[src/rtl/aes256_keyexp_seq.sv]
// AES-256 key-expansion sequencer: drives a single-lane round-key generator through
// 13 quartets, owning the 8-word window and Rcon schedule, and writes 15 round keys.
module aes256_keyexp_seq #(
  parameter int unsigned TIMEOUT_CYCLES = 32
) (
  input  logic         clk,
  input  logic         rst,
  input  logic [255:0] key_in,
  input  logic         key_valid,
  output logic         key_ready,
  output logic         busy,
  output logic         key_done,
  output logic         key_err,
  output logic         gen_start,
  output logic [31:0]  gen_w0,
  output logic [31:0]  gen_w1,
  output logic [31:0]  gen_w2,
  output logic [31:0]  gen_w3,
  output logic [31:0]  gen_w4,
  output logic [31:0]  gen_w5,
  output logic [31:0]  gen_w6,
  output logic [31:0]  gen_w7,
  output logic [2:0]   gen_rcon_idx,
  output logic         gen_use_rcon,
  input  logic [31:0]  gen_w8,
  input  logic [31:0]  gen_w9,
  input  logic [31:0]  gen_w10,
  input  logic [31:0]  gen_w11,
  input  logic         gen_done,
  output logic         rk_we,
  output logic [3:0]   rk_idx,
  output logic [127:0] rk_data
);

  typedef enum logic [2:0] {IDLE, WR_RK0, WR_RK1, ISSUE, WAIT, FIN} state_t;

  localparam logic [7:0] TMO_LAST = 8'(TIMEOUT_CYCLES - 1);

  state_t              state_q, state_d;
  logic [7:0][31:0]    win_q, win_d;
  logic [3:0]          q_q, q_d, q_inc;
  logic [7:0]          tmo_q, tmo_d;
  logic                rk_we_q, rk_we_d;
  logic [3:0]          rk_idx_q, rk_idx_d;
  logic [127:0]        rk_data_q, rk_data_d;
  logic                gen_start_q, gen_start_d;
  logic                use_rcon_q, use_rcon_d;
  logic [2:0]          rcon_idx_q, rcon_idx_d;
  logic                key_done_q, key_done_d;
  logic                key_err_q, key_err_d;
  logic                key_ready_q, key_ready_d;
  logic                busy_q, busy_d;

  assign q_inc = q_q + 4'd1;

  // Outputs are registered, so each branch sets up what the next cycle shows.
  always_comb begin
    state_d     = state_q;
    win_d       = win_q;
    q_d         = q_q;
    tmo_d       = tmo_q;
    rk_we_d     = 1'b0;
    rk_idx_d    = rk_idx_q;
    rk_data_d   = rk_data_q;
    gen_start_d = 1'b0;
    use_rcon_d  = use_rcon_q;
    rcon_idx_d  = rcon_idx_q;
    key_done_d  = 1'b0;
    key_err_d   = 1'b0;
    case (state_q)
      IDLE: begin
        if (key_valid && key_ready_q) begin
          for (int i = 0; i < 8; i++) win_d[i] = key_in[255-32*i -: 32];
          q_d       = 4'd0;
          rk_we_d   = 1'b1;
          rk_idx_d  = 4'd0;
          rk_data_d = key_in[255:128];
          state_d   = WR_RK0;
        end
      end
      WR_RK0: begin
        rk_we_d   = 1'b1;
        rk_idx_d  = 4'd1;
        rk_data_d = {win_q[4], win_q[5], win_q[6], win_q[7]};
        state_d   = WR_RK1;
      end
      WR_RK1: begin
        gen_start_d = 1'b1;
        use_rcon_d  = ~q_q[0];
        rcon_idx_d  = q_q[3:1];
        state_d     = ISSUE;
      end
      ISSUE: begin
        tmo_d   = 8'd0;
        state_d = WAIT;
      end
      WAIT: begin
        if (gen_done) begin
          win_d     = {gen_w11, gen_w10, gen_w9, gen_w8, win_q[7:4]};
          q_d       = q_inc;
          rk_we_d   = 1'b1;
          rk_idx_d  = q_q + 4'd2;
          rk_data_d = {gen_w8, gen_w9, gen_w10, gen_w11};
          if (q_inc < 4'd13) begin
            gen_start_d = 1'b1;
            use_rcon_d  = ~q_inc[0];
            rcon_idx_d  = q_inc[3:1];
            state_d     = ISSUE;
          end else begin
            state_d = FIN;
          end
        end else if (tmo_q == TMO_LAST) begin
          key_err_d = 1'b1;
          state_d   = IDLE;
        end else begin
          tmo_d = tmo_q + 8'd1;
        end
      end
      FIN: begin
        // First FIN cycle carries the last write; done pulses on the second.
        if (key_done_q) state_d = IDLE;
        else            key_done_d = 1'b1;
      end
      default: state_d = IDLE;
    endcase
    key_ready_d = (state_d == IDLE);
    busy_d      = (state_d != IDLE);
  end

  always_ff @(posedge clk) begin
    if (rst) begin
      state_q     <= IDLE;
      win_q       <= '0;
      q_q         <= 4'd0;
      tmo_q       <= 8'd0;
      rk_we_q     <= 1'b0;
      rk_idx_q    <= 4'd0;
      rk_data_q   <= '0;
      gen_start_q <= 1'b0;
      use_rcon_q  <= 1'b1;
      rcon_idx_q  <= 3'd0;
      key_done_q  <= 1'b0;
      key_err_q   <= 1'b0;
      key_ready_q <= 1'b1;
      busy_q      <= 1'b0;
    end else begin
      state_q     <= state_d;
      win_q       <= win_d;
      q_q         <= q_d;
      tmo_q       <= tmo_d;
      rk_we_q     <= rk_we_d;
      rk_idx_q    <= rk_idx_d;
      rk_data_q   <= rk_data_d;
      gen_start_q <= gen_start_d;
      use_rcon_q  <= use_rcon_d;
      rcon_idx_q  <= rcon_idx_d;
      key_done_q  <= key_done_d;
      key_err_q   <= key_err_d;
      key_ready_q <= key_ready_d;
      busy_q      <= busy_d;
    end
  end

  assign key_ready    = key_ready_q;
  assign busy         = busy_q;
  assign key_done     = key_done_q;
  assign key_err      = key_err_q;
  assign gen_start    = gen_start_q;
  assign gen_use_rcon = use_rcon_q;
  assign gen_rcon_idx = rcon_idx_q;
  assign rk_we        = rk_we_q;
  assign rk_idx       = rk_idx_q;
  assign rk_data      = rk_data_q;
  assign gen_w0 = win_q[0];
  assign gen_w1 = win_q[1];
  assign gen_w2 = win_q[2];
  assign gen_w3 = win_q[3];
  assign gen_w4 = win_q[4];
  assign gen_w5 = win_q[5];
  assign gen_w6 = win_q[6];
  assign gen_w7 = win_q[7];

endmodule

[config.mk]
export PLATFORM = sky130hd
export DESIGN_NAME = aes256_keyexp_seq
export DESIGN_NICKNAME = d
export VERILOG_FILES = /design/src/rtl/aes256_keyexp_seq.sv
export SDC_FILE = /design/constraint.sdc
export NUM_CORES = 1
export LEC_CHECK = 0
export BUFFER_PORTS_ARGS = -buffer_cell sky130_fd_sc_hd__buf_2
export CORE_AREA = 2 2 302 304
export DETAILED_ROUTE_END_ITERATION = 10
export DIE_AREA = 0 0 304 306
export PLACE_DENSITY = 0.45
export SYNTH_ARGS = -nofsm -noshare
export SYNTH_HDL_FRONTEND = slang
export SYNTH_SLANG_ARGS = --single-unit
[constraint.sdc]
create_clock -name clk -period 2.5 [get_ports clk]
set_input_delay 0.25 -clock clk [delete_from_list [all_inputs] [get_ports clk]]
set_output_delay 0.25 -clock clk [all_outputs]
set_load 0.1 [all_outputs]
; ---- After elaboration in Yosys (flattened, before gate mapping)
; Cells that the tools add are included.
; Widths: inputs -> output; s select.
[word_totals]
ff_bits = 413
in_bits = 388
output_inout_bits = 398
elab_cells = 88
[classes]
add_sub_neg = 3
n_lt_le_gt_ge = 1
n_eq_ne = 11
mux = 34
bitwise_logic = 4
reduce_logical = 14
[op_table]
columns = operator, count
row1 = $mux 256, 2
row2 = $pmux 256 s2, 1
row3 = $pmux 128 s3, 1
row4 = $mux 128, 2
row5 = $mux 3, 7
row6 = $pmux 3 s6, 1
row7 = $mux 8, 2
row8 = $pmux 8 s2, 1
row9 = $mux 4, 3
row10 = $pmux 4 s3, 1
row11 = $reduce_and 3->1, 4
row12 = $ne 2x2->1 const B, 5
row13 = $add 8x1->8 const B, 1
row14 = $eq 8x5->1 const B, 1
row15 = $mux 1, 8
row16 = $pmux 4 s2, 1
row17 = $eq 3x2->1 const B, 2
row18 = $eq 3x3->1 const B, 2
row19 = $logic_not 3->1, 2
row20 = $pmux 3 s2, 1
row21 = $reduce_bool 2->1, 3
row22 = $reduce_bool 3->1, 2
row23 = $add 4x1->4 const B, 1
row24 = $add 4x2->4 const B, 1
row25 = other kinds (8), 12

; ---- Longest topological paths before layout
[logic_depth]
depth_word = 6
depth_mapped = 9
depth_no_buf = 6

; ---- Worst setup path before layout
; OpenSTA, ideal clock, no wires.
[synth_timing]
path_kind = register to register
from = register key_ready_q, in the netlist key_ready
to = register rk_data_q[18], in the netlist rk_data[18]
setup_ns = 0.091
arrival_ns = 2.158
t_required_ns = 2.409
path_slack_ns = 0.251
stages_incl_launch_ff = 7
path_cell_list = dfxtp_1 a21oi_1 o2bb2ai_1 buf_2 buf_1 a21oi_1 a311oi_1
[synth_via]
elab_chain_len = 3
[synth_lines]
columns = item, line
row1 = "start, declared", 51  ; logic key_ready_q, key_ready_d;
row2 = "start signal, assigned", 159  ; key_ready_q <= key_ready_d;
row3 = $logic_and 1x1->1, 72  ; if (key_valid && key_ready_q) begin
row4 = $ne 2x2->1 (no source line), n/a
row5 = $reduce_and 3->1 (no source line), n/a
row6 = "end signal, assigned", 153  ; rk_data_q <= rk_data_d;
row7 = "end, declared", 45  ; logic [127:0] rk_data_q, rk_data_d;
; No other way between the ends.
; A chain may end at the register's enable or synchronous reset.

; ---- Final worst setup path
[layout_timing]
from = register state_q[2]
to = register win_q (netlist bit gen_w6[16])
[layout_via]
elab_chain_len = 3
[layout_lines]
columns = item, line
row1 = "start, declared", 39  ; state_t state_q, state_d;
row2 = "start signal, assigned", 147  ; state_q <= state_d;
row3 = $eq 3x3->1 or $logic_not 3->1 (tied branches), 70  ; case (state_q)
row4 = $ne 2x2->1 (no source line) or $reduce_bool 2->1 (tied branches), n/a
row5 = $reduce_and 3->1 (no source line), n/a
row6 = "end signal, assigned", 148  ; win_q <= win_d;
row7 = "end, declared", 40  ; logic [7:0][31:0] win_q, win_d;
; Several ways; a longest one is shown, not always the timed one.

==> metrics.txt <==
Post-Syn Instances=2341; register area=8270 sq um; H-Tree Depth=2; Crit path largest cell delay=0.59 ns; Max FO, Critical Path=36; status=finished clean; Max clock buf depth=3; leakage=12.9 nW; worst path required time=3.02 ns; Vias=22555; growth of design area from synthesis to finish=58.6%; leading cell type in the layout, fill and taps excluded=buf_2; Highest Clock Rate=415 MHz; Multi-input gate area=9260 sq um; Max Cap Violations=0; CTS tree=yes; most frequent cells in the layout=784 x buf_2, 662 x nand2_1, 411 x dfxtp_1; synthesized cell area=18700 sq um; Routed Antenna Nets=0; gr ovfl total=0; DRC=0; Setup-failing EPs final=0; largest net degree at the start of global routing=88; net count reported at finish=3790; Buf+Inv Stages, Crit Path=3; clock root buffer=clkbuf_16; crit-path leading delay family=buffers and inverters; Detailed Route WL=92800 microns; later-pin clock latency in the skew report=0.59 ns; max-slew violation count=0; I/O Buffers=785; Crit-path slowest cell=dlygate4sd3_1; Synthesis Warnings=0; first-pass detailed-route iteration total=8; antenna violations before repair=3; drt first-iter violations=1911; I/O pin cnt=786; share of power burned in combinational logic=54.6%; sequential share of power=25.6%; all-layer global routing usage=18.4%; hpwl dp=62100 microns; VDD IR max=0.747 mV; Worst-Margin Slew=0.693 ns; clock share of power=19.8%; Synth Flop Type=dfxtp_1; share of layout cells above drive strength 1=28.0%; initial core utilization=20.8%; CP Capture Type=flop; clock-pin slew on the worst setup and hold paths=0.06 ns; Post-synth EDFFs=0; first-pass GRT wire length=136000 microns; Final Hold Slack=0.0777 ns; Die Y=306 microns; Post-Route Skew=0.0238 ns; placed instance area=24000 sq um; CP Launch Type=flop; min cycle time layout=2.41 ns; Fillers=9572; Max-slew headroom=53.8%; asr flop ratio synth=0%; Die W=304 microns; crit path cell chain=nand3b_1 > a211oi_4 > buf_12 > buf_16 > nor2_1 > a311oi_1 > dlygate4sd3_1; # rows=110; core footprint=89600 sq um; die area=93000 sq um; kind of critical path=flop to flop; fin util=33.0%; clock sink count=413; WL/cell=20.1 microns; sw power=20.3 mW; Synth Register Bits=413; internal power=16.2 mW; library cells used by synthesis=51; CP arrival=2.93 ns; final instance area=29600 sq um; pwr dens=1230 nW/um^2; Syn Area/Cell=7.98 sq um; period utilisation layout=96.4%; Final Hold Viols=0; Net Sw Frac=55.6%; gpl congestion=0.846; Worst Hold Class=primary input to flop; vias per cell=4.89; clock buffer count from CTS=50; Post-Synthesis Net Count=2734; sequential area share after synthesis=44.3%; vias in the first global route=22212
[logic make-up (layout without fill, tap and decap cells)]
kind of cell	after synthesis	in the layout	synth area share [%]
simple gates	961	961	19.9
compound gates	692	692	28.6
xor+xnor	3	3	0.141
fa+ha+maj	5	5	0.335
other cells	0	4	0
flops	413	413	44.3
mux	6	6	0.322
buf+inv	261	1349	6.40
[registers in the layout, summed over array words and instances, names as in the netlist, 8 cells and up]
name / count
gen_w6: 32
tmo_q: 8
gen_w3: 32
gen_w1: 32
gen_w7: 32
gen_w5: 32
gen_w0: 32
gen_w4: 32
gen_w2: 32
rk_data: 128
[metal layers]
| metal | up-vias | track usage, % | routed length, microns |
|---|---|---|---|
| met1 | 10755 | 23.1 | 39400 |
| met5 | - | 0 | 0 |
| met3 | 162 | 3.59 | 6160 |
| met2 | 967 | 31.1 | 44000 |
| li1 | 10671 | - | - |
| met4 | 0 | 6.94 | 3270 |
[power by group through the flow]
stage	sequential [mW]	clock (mW)	combinational, mW
after floorplan	20.3	0	4.16
after global placement	9.46	0	19.3
after detailed placement	9.44	0	19.3
after CTS	9.33	7.47	19.9
after global routing	9.53	7.75	20.7
final	9.35	7.24	20.0
[layout make-up]
type / instances / share of cell area, %
inverters: 6 / 0.127
clock inverters: 8 / 0.296
multi-input cells: 1667 / 31.3
repair buffers: 1259 / 30.3
diodes: 4 / 0.0338
well taps: 1176 / 4.97
flip-flops and latches: 413 / 27.9
clock buffers: 76 / 5.06
[repair_timing]
| action | in CTS | in global routing |
|---|---|---|
| hold endpoints to repair | 383 | 0 |
| endpoints found under the setup margin | 0 | 21 |
| gates resized for setup | 0 | 11 |
| hold buffers | 383 | 0 |
| buffers inserted | 0 | 4 |
[metrics by stage]
stage	setup TNS [ns]	total power, mW	instances	worst slack [ns]
2_1_floorplan	0	24.4	2341	0.251
3_3_place_gp	0	28.8	4130	0.390
3_5_place_dp	0	28.7	4130	0.328
4_1_cts	0	36.7	4597	0.0151
5_1_grt	-0.00433	38.0	4607	-0.00393
6_report	0	36.6	4609	0.0899
[cells in the mapped netlist (2+ instances only)]
cell	count	area, sq um
a211o_1	3	26.3
a211oi_1	3	22.5
a21oi_1	146	731
a221oi_1	2	17.5
a22o_1	2	17.5
a22oi_1	129	968
a311oi_1	386	3380
and3b_1	2	17.5
buf_1	11	41.3
buf_2	124	621
buf_4	10	75.1
buf_6	3	33.8
clkbuf_1	107	402
dfxtp_1	413	8270
ha_1	5	62.6
inv_1	5	18.8
mux2i_1	6	60.1
nand2_1	662	2480
nand2b_1	2	12.5
nand3_1	5	25.0
nor2_1	262	983
nor2b_1	2	12.5
nor3_1	3	15.0
nor3b_1	3	22.5
nor4b_1	2	17.5
o2111ai_1	4	35.0
o211ai_1	2	15.0
o21ai_0	6	30.0
or3_1	8	50.1
xor2_1	2	17.5
[final timing paths]
| path | start | to | slack [ns] | depth (start not counted) |
|---|---|---|---|---|
| max | state_q[2] | gen_w6[16] | 0.09 | 7 |
| max reg2reg | state_q[2] | gen_w6[16] | 0.09 | 7 |
| min | gen_w11[23] | rk_data[23] | 0.08 | 3 |
| min reg2reg | rk_idx[3] | rk_idx[3] | 0.47 | 2 |
[tightest hold or removal path, delay by kind of cell]
| kind | cells | cell delay (ns) |
|---|---|---|
| AO/OA/AOI/OAI | 2 | 0.26 |
| buffers and inverters | 1 | 0.10 |
Note: power is estimated with default switching activity, not from simulation.
